==> src/rtl/load_store_align_unit_if.sv <==
// Datapath request/response and data-memory bus bundle for load_store_align_unit.
// The unit connects through the slave modport; the environment uses master.
interface load_store_align_unit_if #(
  parameter int DATA_WIDTH = 32,
  parameter int ADDR_WIDTH = 32
);
  localparam int BYTES = DATA_WIDTH / 8;

  logic                  req_valid;
  logic                  req_ready;
  logic                  req_write;
  logic [1:0]            req_size;
  logic                  req_signed;
  logic [ADDR_WIDTH-1:0] req_addr;
  logic [DATA_WIDTH-1:0] req_wdata;
  logic                  resp_valid;
  logic [DATA_WIDTH-1:0] resp_rdata;
  logic                  resp_err;
  logic                  mem_req;
  logic                  mem_we;
  logic [ADDR_WIDTH-1:0] mem_addr;
  logic [BYTES-1:0]      mem_be;
  logic [DATA_WIDTH-1:0] mem_wdata;
  logic                  mem_ack;
  logic [DATA_WIDTH-1:0] mem_rdata;

  modport slave (
    input  req_valid, req_write, req_size, req_signed, req_addr, req_wdata,
    input  mem_ack, mem_rdata,
    output req_ready, resp_valid, resp_rdata, resp_err,
    output mem_req, mem_we, mem_addr, mem_be, mem_wdata
  );

  modport master (
    output req_valid, req_write, req_size, req_signed, req_addr, req_wdata,
    output mem_ack, mem_rdata,
    input  req_ready, resp_valid, resp_rdata, resp_err,
    input  mem_req, mem_we, mem_addr, mem_be, mem_wdata
  );
endinterface

==> src/rtl/load_store_align_unit.sv <==
// Load/store sizing and alignment unit; splits word-crossing accesses into two beats.
// Optional macro LSAU_MISALIGN_TRAP_EN: crossing accesses return resp_err instead.
module load_store_align_unit #(
  parameter int DATA_WIDTH = 32,
  parameter int ADDR_WIDTH = 32
) (
  input logic                     clk,
  input logic                     reset,
  load_store_align_unit_if.slave  bus
);
  localparam int BYTES = DATA_WIDTH / 8;
  localparam int OFS_W = $clog2(BYTES);

`ifdef LSAU_MISALIGN_TRAP_EN
  typedef enum logic [1:0] {IDLE = 2'd0, ACC0 = 2'd1, RESP = 2'd3} state_t;
`else
  typedef enum logic [1:0] {IDLE = 2'd0, ACC0 = 2'd1, ACC1 = 2'd2, RESP = 2'd3} state_t;
`endif

  function automatic logic [DATA_WIDTH-1:0] lanes(input logic [BYTES-1:0] be);
    logic [DATA_WIDTH-1:0] m;
    for (int i = 0; i < BYTES; i++) m[8*i +: 8] = {8{be[i]}};
    return m;
  endfunction

  // Fill above the access size with the top bit of the access when signed.
  function automatic logic [DATA_WIDTH-1:0] extend(input logic [DATA_WIDTH-1:0] raw,
                                                   input logic [DATA_WIDTH-1:0] nmask,
                                                   input logic sgn);
    logic [DATA_WIDTH-1:0] top;
    logic fill;
    top  = nmask & ~(nmask >> 1);
    fill = sgn & (|(raw & top));
    return (raw & nmask) | (fill ? ~nmask : {DATA_WIDTH{1'b0}});
  endfunction

  state_t                state_q, state_d;
  logic                  write_q, write_d, signed_q, signed_d;
  logic [1:0]            size_q, size_d;
  logic [ADDR_WIDTH-1:0] addr_q, addr_d;
  logic [DATA_WIDTH-1:0] wdata_q, wdata_d, rdata_q, rdata_d;
  logic                  mem_req_q, mem_req_d, mem_we_q, mem_we_d;
  logic [ADDR_WIDTH-1:0] mem_addr_q, mem_addr_d;
  logic [BYTES-1:0]      mem_be_q, mem_be_d;
  logic [DATA_WIDTH-1:0] mem_wdata_q, mem_wdata_d;
  logic                  resp_valid_q, resp_valid_d, resp_err_q, resp_err_d;
  logic [DATA_WIDTH-1:0] resp_rdata_q, resp_rdata_d;

  logic                    idle_s, split_s, dword_err_s, trap_s, finish_s;
  logic [1:0]              sel_size_s;
  logic [ADDR_WIDTH-1:0]   sel_addr_s, align_s;
  logic [DATA_WIDTH-1:0]   sel_wdata_s, nmask_s, cur_s, ld_raw_s, ld_s;
  logic [3:0]              n_s;
  logic [OFS_W-1:0]        ofs_s;
  logic [4:0]              end_s;
  logic [2*BYTES-1:0]      len_be_s, be_wide_s;
  logic [2*DATA_WIDTH-1:0] wd_wide_s, asm_s;

  // In IDLE decisions use the live request; afterwards the latched copy.
  assign idle_s      = (state_q == IDLE);
  assign sel_size_s  = idle_s ? bus.req_size  : size_q;
  assign sel_addr_s  = idle_s ? bus.req_addr  : addr_q;
  assign sel_wdata_s = idle_s ? bus.req_wdata : wdata_q;
  assign n_s         = 4'd1 << sel_size_s;
  assign ofs_s       = sel_addr_s[OFS_W-1:0];
  assign end_s       = 5'(ofs_s) + 5'(n_s);
  assign split_s     = (end_s > 5'(BYTES));
  assign dword_err_s = (DATA_WIDTH == 32) && (sel_size_s == 2'b11);
  assign align_s     = {sel_addr_s[ADDR_WIDTH-1:OFS_W], {OFS_W{1'b0}}};
  // Low half of the widened enables/data is beat 0, high half is beat 1.
  assign len_be_s    = ((2*BYTES)'(1) << n_s) - (2*BYTES)'(1);
  assign be_wide_s   = len_be_s << ofs_s;
  assign wd_wide_s   = {{DATA_WIDTH{1'b0}}, sel_wdata_s} << {ofs_s, 3'b000};
  assign nmask_s     = lanes(len_be_s[BYTES-1:0]);
  assign cur_s       = bus.mem_rdata & lanes(mem_be_q);
  assign asm_s       = (state_q == ACC0) ? {{DATA_WIDTH{1'b0}}, cur_s} : {cur_s, rdata_q};
  assign ld_raw_s    = DATA_WIDTH'(asm_s >> {ofs_s, 3'b000});
  assign ld_s        = write_q ? {DATA_WIDTH{1'b0}} : extend(ld_raw_s, nmask_s, signed_q);
`ifdef LSAU_MISALIGN_TRAP_EN
  assign trap_s      = split_s;
`else
  assign trap_s      = 1'b0;
`endif

  // Next-state, request latching, memory beat setup and response generation.
  always_comb begin
    state_d      = state_q;
    write_d      = write_q;
    signed_d     = signed_q;
    size_d       = size_q;
    addr_d       = addr_q;
    wdata_d      = wdata_q;
    rdata_d      = rdata_q;
    mem_req_d    = mem_req_q;
    mem_we_d     = mem_we_q;
    mem_addr_d   = mem_addr_q;
    mem_be_d     = mem_be_q;
    mem_wdata_d  = mem_wdata_q;
    resp_valid_d = 1'b0;
    resp_err_d   = 1'b0;
    resp_rdata_d = {DATA_WIDTH{1'b0}};
    finish_s     = 1'b0;
    case (state_q)
      IDLE: begin
        if (bus.req_valid) begin
          write_d  = bus.req_write;
          signed_d = bus.req_signed;
          size_d   = bus.req_size;
          addr_d   = bus.req_addr;
          wdata_d  = bus.req_wdata;
          if (dword_err_s || trap_s) begin
            state_d      = RESP;
            resp_valid_d = 1'b1;
            resp_err_d   = 1'b1;
          end else begin
            state_d     = ACC0;
            mem_req_d   = 1'b1;
            mem_we_d    = bus.req_write;
            mem_addr_d  = align_s;
            mem_be_d    = be_wide_s[BYTES-1:0];
            mem_wdata_d = wd_wide_s[DATA_WIDTH-1:0];
          end
        end else begin
          state_d = IDLE;
        end
      end
      ACC0: begin
        if (bus.mem_ack) begin
          rdata_d = cur_s;
`ifndef LSAU_MISALIGN_TRAP_EN
          if (split_s) begin
            state_d     = ACC1;
            mem_addr_d  = mem_addr_q + ADDR_WIDTH'(BYTES);
            mem_be_d    = be_wide_s[2*BYTES-1:BYTES];
            mem_wdata_d = wd_wide_s[2*DATA_WIDTH-1:DATA_WIDTH];
          end else
`endif
          begin
            finish_s = 1'b1;
          end
        end else begin
          state_d = ACC0;
        end
      end
`ifndef LSAU_MISALIGN_TRAP_EN
      ACC1: begin
        if (bus.mem_ack) finish_s = 1'b1;
        else             state_d  = ACC1;
      end
`endif
      RESP:    state_d = IDLE;
      default: state_d = IDLE;
    endcase
    if (finish_s) begin
      state_d      = RESP;
      mem_req_d    = 1'b0;
      mem_we_d     = 1'b0;
      mem_addr_d   = {ADDR_WIDTH{1'b0}};
      mem_be_d     = {BYTES{1'b0}};
      mem_wdata_d  = {DATA_WIDTH{1'b0}};
      resp_valid_d = 1'b1;
      resp_rdata_d = ld_s;
    end else begin
      resp_rdata_d = resp_rdata_d;
    end
  end

  // State and output registers; reset aborts any in-flight beat.
  always_ff @(posedge clk or negedge reset) begin
    if (!reset) begin
      state_q      <= IDLE;
      write_q      <= 1'b0;
      signed_q     <= 1'b0;
      size_q       <= 2'b00;
      addr_q       <= {ADDR_WIDTH{1'b0}};
      wdata_q      <= {DATA_WIDTH{1'b0}};
      rdata_q      <= {DATA_WIDTH{1'b0}};
      mem_req_q    <= 1'b0;
      mem_we_q     <= 1'b0;
      mem_addr_q   <= {ADDR_WIDTH{1'b0}};
      mem_be_q     <= {BYTES{1'b0}};
      mem_wdata_q  <= {DATA_WIDTH{1'b0}};
      resp_valid_q <= 1'b0;
      resp_err_q   <= 1'b0;
      resp_rdata_q <= {DATA_WIDTH{1'b0}};
    end else begin
      state_q      <= state_d;
      write_q      <= write_d;
      signed_q     <= signed_d;
      size_q       <= size_d;
      addr_q       <= addr_d;
      wdata_q      <= wdata_d;
      rdata_q      <= rdata_d;
      mem_req_q    <= mem_req_d;
      mem_we_q     <= mem_we_d;
      mem_addr_q   <= mem_addr_d;
      mem_be_q     <= mem_be_d;
      mem_wdata_q  <= mem_wdata_d;
      resp_valid_q <= resp_valid_d;
      resp_err_q   <= resp_err_d;
      resp_rdata_q <= resp_rdata_d;
    end
  end

  assign bus.req_ready  = idle_s;
  assign bus.resp_valid = resp_valid_q;
  assign bus.resp_err   = resp_err_q;
  assign bus.resp_rdata = resp_rdata_q;
  assign bus.mem_req    = mem_req_q;
  assign bus.mem_we     = mem_we_q;
  assign bus.mem_addr   = mem_addr_q;
  assign bus.mem_be     = mem_be_q;
  assign bus.mem_wdata  = mem_wdata_q;
endmodule

==> src/flat_wrapper.sv <==
// flat-port wrapper written by rule: the top's interface ports become plain ports
module load_store_align_unit_flat 
#(
  parameter int DATA_WIDTH = 32,
  parameter int ADDR_WIDTH = 32
)
  (clk, reset, bus_req_valid, bus_req_write, bus_req_size, bus_req_signed, bus_req_addr, bus_req_wdata, bus_mem_ack, bus_mem_rdata, bus_req_ready, bus_resp_valid, bus_resp_rdata, bus_resp_err, bus_mem_req, bus_mem_we, bus_mem_addr, bus_mem_be, bus_mem_wdata);
  load_store_align_unit_if #(.DATA_WIDTH(DATA_WIDTH), .ADDR_WIDTH(ADDR_WIDTH)) bus_i ();
  input logic clk;
  input logic reset;
  input wire logic [$bits(bus_i.req_valid)-1:0] bus_req_valid;
  input wire logic [$bits(bus_i.req_write)-1:0] bus_req_write;
  input wire logic [$bits(bus_i.req_size)-1:0] bus_req_size;
  input wire logic [$bits(bus_i.req_signed)-1:0] bus_req_signed;
  input wire logic [$bits(bus_i.req_addr)-1:0] bus_req_addr;
  input wire logic [$bits(bus_i.req_wdata)-1:0] bus_req_wdata;
  input wire logic [$bits(bus_i.mem_ack)-1:0] bus_mem_ack;
  input wire logic [$bits(bus_i.mem_rdata)-1:0] bus_mem_rdata;
  output wire logic [$bits(bus_i.req_ready)-1:0] bus_req_ready;
  output wire logic [$bits(bus_i.resp_valid)-1:0] bus_resp_valid;
  output wire logic [$bits(bus_i.resp_rdata)-1:0] bus_resp_rdata;
  output wire logic [$bits(bus_i.resp_err)-1:0] bus_resp_err;
  output wire logic [$bits(bus_i.mem_req)-1:0] bus_mem_req;
  output wire logic [$bits(bus_i.mem_we)-1:0] bus_mem_we;
  output wire logic [$bits(bus_i.mem_addr)-1:0] bus_mem_addr;
  output wire logic [$bits(bus_i.mem_be)-1:0] bus_mem_be;
  output wire logic [$bits(bus_i.mem_wdata)-1:0] bus_mem_wdata;
  assign bus_i.req_valid = bus_req_valid;
  assign bus_i.req_write = bus_req_write;
  assign bus_i.req_size = bus_req_size;
  assign bus_i.req_signed = bus_req_signed;
  assign bus_i.req_addr = bus_req_addr;
  assign bus_i.req_wdata = bus_req_wdata;
  assign bus_i.mem_ack = bus_mem_ack;
  assign bus_i.mem_rdata = bus_mem_rdata;
  assign bus_req_ready = bus_i.req_ready;
  assign bus_resp_valid = bus_i.resp_valid;
  assign bus_resp_rdata = bus_i.resp_rdata;
  assign bus_resp_err = bus_i.resp_err;
  assign bus_mem_req = bus_i.mem_req;
  assign bus_mem_we = bus_i.mem_we;
  assign bus_mem_addr = bus_i.mem_addr;
  assign bus_mem_be = bus_i.mem_be;
  assign bus_mem_wdata = bus_i.mem_wdata;
  load_store_align_unit #(.DATA_WIDTH(DATA_WIDTH), .ADDR_WIDTH(ADDR_WIDTH)) u_core (.clk(clk), .reset(reset), .bus(bus_i));
endmodule
==> config.mk <==
export PLATFORM = sky130hd
export DESIGN_NAME = load_store_align_unit_flat
export DESIGN_NICKNAME = d
export VERILOG_FILES = /design/src/rtl/load_store_align_unit_if.sv /design/src/rtl/load_store_align_unit.sv /design/src/flat_wrapper.sv
export SDC_FILE = /design/constraint.sdc
export NUM_CORES = 1
export LEC_CHECK = 0
export CORE_ASPECT_RATIO = 1.5
export CORE_MARGIN = 3
export CORE_UTILIZATION = 35
export CTS_BUF_LIST = sky130_fd_sc_hd__clkbuf_8 sky130_fd_sc_hd__clkbuf_16
export DETAILED_ROUTE_END_ITERATION = 10
export DONT_BUFFER_PORTS = 1
export PLACE_DENSITY = 0.52
export SYNTH_ARGS = -nofsm -noshare
export SYNTH_HDL_FRONTEND = slang
export SYNTH_SLANG_ARGS = --single-unit
==> constraint.sdc <==
create_clock -name clk -period 4.3 [get_ports clk]
set_input_delay 1.075 -clock clk [delete_from_list [all_inputs] [get_ports clk]]
set_output_delay 1.075 -clock clk [all_outputs]
set_load 0.03 [all_outputs]
# Word-level counts from Yosys, hierarchy flattened
# Index checks and enable logic that the tools add are counted.
# W data, S select, Z words.
classes:
  n_eq_ne: 11
  div: 0
  add_sub_neg: 3
  mul: 0
  n_bitwise: 8
  muxes: 48
  shift: 5
  order_cmp: 1
  reduce_logical: 10
ops:
  columns: ["operator", "count"]
  rows:
  - ["$mux W32", 15]
  - ["$and A32 B32 Y32", 4]
  - ["$pmux W32 S2", 2]
  - ["$mux W64", 1]
  - ["$shl A32 B5 Y64", 1]
  - ["$shr A64 B5 Y32", 1]
  - ["$add A32 B3 Y32 const B", 1]
  - ["$not A31 Y32", 1]
  - ["$not A32 Y32", 1]
  - ["$or A32 B32 Y32", 1]
  - ["$reduce_or A32 Y1", 1]
  - ["$mux W4", 5]
  - ["$mux W1", 15]
  - ["$mux W2", 7]
  - ["$pmux W2 S4", 1]
  - ["$pmux W4 S2", 1]
  - ["$shl A1 B4 Y8 const A", 1]
  - ["$shl A8 B2 Y8", 1]
  - ["$sub A8 B2 Y8 const B", 1]
  - ["$eq A2 B2 Y1 const B", 3]
  - ["$ne A3 B2 Y1 const B", 2]
  - ["$ne A3 B3 Y1 const B", 2]
  - ["$reduce_and A2 Y1", 3]
  - ["$add A2 B4 Y5", 1]
  - ["13 further kinds", 14]
totals:
  reg_bits: 206
  wordCells: 101
  romBits: 0
  out_inout_bits: 105
  latch_bits: 0
  mem_bits_rw: 0
  input_bits: 104
  memories: 0

# Depth between registers and ports, before layout
# Gate-level depths: netlist of run 1.
logic_depth:
  ltp_word: 14
  ltp_mapped: 16

# Worst setup path before layout of run 1
# No wires, ideal clock.
synth_path:
  path_kind: "input port to flip-flop"
  from: "input port bus_req_addr[0]"
  to: "register u_core.mem_addr_q[31] (netlist: u_core.bus.mem_addr[31])"
  slack_ps: 281
  cell_stages: 12
  setup_time_ps: 82
  required_ps: 4218
  t_arrival_ps: 3937
  path_buffers: 2
  path_cell_list: "buf_2 -> mux2i_2 -> inv_2 -> clkbuf_1 -> ha_1 -> fa_1 -> o21ai_0 -> mux2i_1 -> o221ai_4 -> and2_1 -> or4_1 -> a31oi_1"
synth_via:
  elab_chain_len: 8
  elab_cells_between_ends: 13
synth_lines:
  columns: ["element", "line_no", "source"]
  rows:
  - ["from (decl)", "flat_wrapper.sv:15", "input wire logic [$bits(bus_i.req_addr)-1:0] bus_req_addr;"]
  - ["$mux W32 *", "load_store_align_unit.sv:62", "assign sel_addr_s = idle_s ? bus.req_addr : addr_q;"]
  - ["$add A2 B4 Y5 *", "load_store_align_unit.sv:66", "assign end_s = 5'(ofs_s) + 5'(n_s);"]
  - ["$gt A5 B3 Y1 *", "load_store_align_unit.sv:67", "assign split_s = (end_s > 5'(BYTES));"]
  - ["$mux W1", "load_store_align_unit.sv:131", "if (split_s) begin"]
  - ["$mux W1", "load_store_align_unit.sv:128", "if (bus.mem_ack) begin"]
  - ["$pmux W1 S2", "load_store_align_unit.sv:103", "case (state_q)"]
  - ["$ne A3 B3 Y1 (no source line), or another cell as far along", null, null]
  - ["$reduce_and A5 Y1 (no source line)", null, null]
  - ["to (signal assigned)", "load_store_align_unit.sv:180", "mem_addr_q <= {ADDR_WIDTH{1'b0}};"]
  - ["to (signal assigned)", "load_store_align_unit.sv:196", "mem_addr_q <= mem_addr_d;"]
  - ["to (decl)", "load_store_align_unit.sv:43", "logic [ADDR_WIDTH-1:0] mem_addr_q, mem_addr_d;"]
# Every way passes the cells marked *; elsewhere a longest branch is shown, timed or not.
# A chain may end at the register's enable or synchronous reset.

# Final worst setup path of run 1
layout_path:
  from: "register u_core.state_q[0]"
  to: "register u_core.mem_wdata_q[9] (netlist: u_core.bus.mem_wdata[9])"
layout_via:
  elab_chain_len: 10
  elab_cells_between_ends: 26
layout_lines:
  columns: ["element", "line_no", "source"]
  rows:
  - ["from (decl)", "load_store_align_unit.sv:37", "state_t state_q, state_d;"]
  - ["from (signal assigned)", "load_store_align_unit.sv:187", "state_q <= state_d;"]
  - ["$logic_not A2 Y1", "load_store_align_unit.sv:60, load_store_align_unit.sv:103", null]
  - ["$mux W2", "load_store_align_unit.sv:61", "assign sel_size_s = idle_s ? bus.req_size : size_q;"]
  - ["$shl A1 B2 Y4", "load_store_align_unit.sv:64", "assign n_s = 4'd1 << sel_size_s;"]
  - ["$add A2 B4 Y5", "load_store_align_unit.sv:66", null]
  - ["$gt A5 B3 Y1", "load_store_align_unit.sv:67", null]
  - ["$mux W1", "load_store_align_unit.sv:131", null]
  - ["$mux W1", "load_store_align_unit.sv:128", null]
  - ["$pmux W1 S2", "load_store_align_unit.sv:103", null]
  - ["$ne A3 B3 Y1 (no source line), or another cell as far along", null, null]
  - ["$reduce_and A5 Y1 (no source line)", null, null]
  - ["to (signal assigned)", "load_store_align_unit.sv:182", "mem_wdata_q <= {DATA_WIDTH{1'b0}};"]
  - ["to (signal assigned)", "load_store_align_unit.sv:198", "mem_wdata_q <= mem_wdata_d;"]
  - ["to (decl)", "load_store_align_unit.sv:45", "logic [DATA_WIDTH-1:0] mem_wdata_q, mem_wdata_d;"]
# Parallel ways exist; a longest one is shown, timed or not. The select of a mux whose other input is x is not followed.

==> results of run 1 <==
-- cell usage after synthesis (3+ instances only) --
master	instances
nand2_1	196
dfrtp_1	181
nor2_1	110
a21oi_1	104
o21ai_0	88
clkbuf_1	64
mux2_2	63
nand3_1	51
mux2i_1	50
nor3_1	37
a31oi_1	30
buf_2	28
and3_1	19
a211oi_1	15
a221oi_1	15
and2_1	11
o211ai_1	11
o22ai_1	10
buf_4	9
nand4_1	9
a22oi_1	8
a41oi_1	8
a311o_1	7
and4_1	7
o41ai_1	7
or4_1	7
ha_1	6
nor4_1	6
o211a_1	6
inv_1	5
buf_1	4
o21a_1	4
or3_1	4
inv_2	3
nand2b_1	3
nand4b_1	3
nor2_2	3
nor2b_1	3
nor4bb_1	3
o21bai_1	3
o31ai_1	3
-- routing by layer --
layer / up-vias / global-route usage (%) / wire length (um)
met2: 351 / 37.88 / 18590
met1: 4586 / 26.53 / 14230
li1: 4377 / - / -
met5: - / 0 / 7
met3: 58 / 6.249 / 2782
met4: 2 / 8.641 / 1311
-- worst paths after layout --
check	from	endpoint	slack [ns]	depth (start not counted)
setup / recovery	u_core.state_q[0]	u_core.bus.mem_wdata[9]	0.64	11
hold / removal	reset	u_core.bus.mem_wdata[11]	0.32	0
setup reg to reg	u_core.state_q[0]	u_core.bus.mem_wdata[9]	0.64	11
hold reg to reg	u_core.rdata_q[23]	u_core.rdata_q[23]	0.48	2
max in group asynchronous	reset	u_core.rdata_q[22]	3.65	0
min in group clk	u_core.rdata_q[23]	u_core.rdata_q[23]	0.48	2
-- sequential cells by signal (all words and copies together), names as in the netlist --
| signal | count |
|---|---|
| u_core.addr_q | 9 |
| u_core.bus.mem_addr | 30 |
| u_core.bus.mem_be | 4 |
| u_core.bus.mem_req | 1 |
| u_core.bus.mem_wdata | 32 |
| u_core.bus.mem_we | 1 |
| u_core.bus.resp_err | 1 |
| u_core.bus.resp_rdata | 32 |
| u_core.bus.resp_valid | 1 |
| u_core.rdata_q | 32 |
| u_core.signed_q | 1 |
| u_core.size_q | 2 |
| u_core.state_q | 2 |
| u_core.wdata_q | 32 |
| u_core.write_q | 1 |
-- logic make-up after synthesis --
kind of cell,after synthesis
DFF,181
adders and majority gates,7
buffers and inverters,114
and+or+nand+nor,480
muxes,116
AOI/OAI and AO/OA,337
other,1
-- cells in the final DEF (no fill, tap or decap), types with 4 or more instances in the layout --
master / count
nand2_1: 193
dfrtp_1: 181
nor2_1: 110
a21oi_1: 104
o21ai_0: 88
mux2_2: 63
nand3_1: 51
mux2i_1: 50
nor3_1: 37
a31oi_1: 30
buf_4: 26
and3_1: 19
clkbuf_16: 17
a221oi_1: 15
a211oi_1: 15
o211ai_1: 11
o22ai_1: 10
and2_1: 9
nand4_1: 9
a22oi_1: 8
a41oi_1: 8
a311o_1: 7
o41ai_1: 7
or4_1: 7
and4_1: 7
inv_1: 6
o211a_1: 6
nor4_1: 6
inv_6: 5
o21a_1: 4
or3_1: 4
ha_1: 4
clkinvlp_4: 4
-- cell type report --
class / instances / area, sq um
inverters: 8 / 30.03
flip-flops and latches: 181 / 4529
repair buffers: 29 / 255.2
clock buffers: 19 / 452.9
clock inverters: 12 / 93.84
fillers: 3052 / 18280
well taps: 395 / 494.2
multi-input cells: 942 / 5727
-- per-stage QoR --
stage	area, sq um	util [%]	setup WS [ns]	std cells
6_report	11580	38.78	0.6355	1586
5_1_grt	11580	38.78	0.3928	1586
4_1_cts	11580	38.78	0.6575	1586
3_5_place_dp	11040	36.95	0.4828	1555
3_3_place_gp	11040	36.95	0.5615	1555
2_1_floorplan	10730	-	0.2807	1237
-- report_power, final --
part           leakage [nW]  switching [mW]  internal (mW)  total (mW)
combinational          2.20            3.40           1.91        5.31
sequential             2.30            1.31           2.38        3.69
clock                 0.262           0.729          0.776        1.50
-- critical path, cell delays in order (launching register included) --
cell and delay, ns:
dfrtp_1 0.40, inv_1 0.13, ha_4 0.27, mux2_2 0.40
nor2_1 0.21, fa_1 0.47, o21ai_0 0.19, mux2i_1 0.17
o21bai_1 0.28, and2_2 0.64, buf_4 0.28, nor3_1 0.07
==> key figures, run 1 <==
Run status
  • Outcome: finished, final reports clean

Setup path
  • Worst Path Required: 4.63 ns
  • WS Path Type: register to register
  • CP startpoint kind: register
  • Crit-path max FO: 28
  • Critical Path AT: 4.00 ns
  • CP Capture Type: register

Detailed routing
  • DRT iter0 DRCs: 722
  • Post-route DRC: 0
  • Post-Route WL: 36.92 mm
  • DRT Pass-1 Iters: 7
  • Avg WL per Cell: 23.28 um
  • Post-route antenna net violation count: 0
  • Via count: 9374
  • Vias per inst: 5.910

Logic synthesis
  • Post-synthesis area per instance: 8.675 sq um
  • Synth area leaders: dfrtp_1 42%, nand2_1 6.9%, mux2_2 6.6%
  • Post-Synth Simple-Gate Area: 20.53%
  • Synthesized flop and latch total: 181
  • Mux cell area share after synthesis: 11.75%
  • Synth Area in Compound Gates: 19.86%
  • Ys Warns: 0
  • Post-synthesis xor/xnor area fraction: 0%
  • Distinct cells, synth: 65
  • Sequential element share of the synthesized area: 42.24%
  • Post-synth EDFFs: 0
  • Share of synthesized cell area in full adder, half adder and majority cells: 0.8868%
  • Synth top area share: 42.24%
  • Mapped Area: 10720 sq um
  • Post-synth top area cell: dfrtp_1
  • Syn Inst Count: 1236
  • Synth async-reset ratio: 100.0%
  • Largest family of logic cells by synthesized area: simple AND/OR/NAND/NOR gates
  • Top_reg_cell synth: dfrtp_1

Timing
  • Fin crit period: 3.664 ns
  • Pins Over Slew Limit: 0
  • Min Hold Slack: 0.3162 ns
  • Final setup fails: 0
  • Final hold viol count: 0
  • Clock skew: 0.009984 ns
  • Relative slew slack: 25.98%
  • RSZ-0062 raised after global routing: no
  • Max Clk Rate: 272.9 MHz
  • Final setup TNS: 0 ns
  • Worst-margin pin slew: 1.110 ns
  • Period utilization: 85.22%

Clock network
  • Post-CTS setup buffer count: 0
  • Root Buffer Master: clkbuf_16
  • CTS Hold Bufs: 0
  • Num CTS Buffers: 17
  • Clk_lat worst skew: 0.45 ns
  • Worst-path clk slew: 0.07 ns
  • Longest Clk Path Bufs: 2
  • Post-cts sizing count: 0
  • CTS H-Tree Depth: 4
  • Clock sink total: 181
  • TritonCTS clock tree: built

Place
  • DP HPWL: 25.39 mm
  • Port Buf Inserts: 0
  • Routability cong.: 0.8456

Power and ir drop
  • P per Cell Area: 906.8 nW/um^2
  • Pleak: 4.762 nW
  • Worst vdd ir: 0.0004231 V
  • Tot Pwr: 10.50 mW

Global routing
  • GRT overflow: 0
  • Vias in the first global route: 9084
  • Wire length of the first global-routing pass: 56.00 mm
  • Gr usage total: 22.20%
  • Pin count of the biggest net entering global routing: 182
  • Initial antenna violation count: 1

Floorplan
  • Core ar.: 29870 sq um
  • Initial cell density of the core: 35.90%
  • DIE WIDTH: 148.9 um
  • Number of primary I/O pins: 209
  • FP Rows: 77
  • DIE AREA: 32820 sq um
  • Die height: 220.4 um

Worst hold path
  • HP Class: input port to asynchronous set/reset pin

Flow run
  • Maximum Capacitance Violations: 0

Layout
  • ANT cells: 0
  • Final #Nets: 1290
  • Layout cells sized above 1: 12.34%
  • Area Overhead vs Synth: 8.017%
No activity file was read; power rests on OpenSTA's default activity.
==> run 2: changes to the inputs <==
- CAP_MARGIN: unset -> 5
==> results of run 2 <==
Final layout, timing and power as in run 1 (identical DEF).
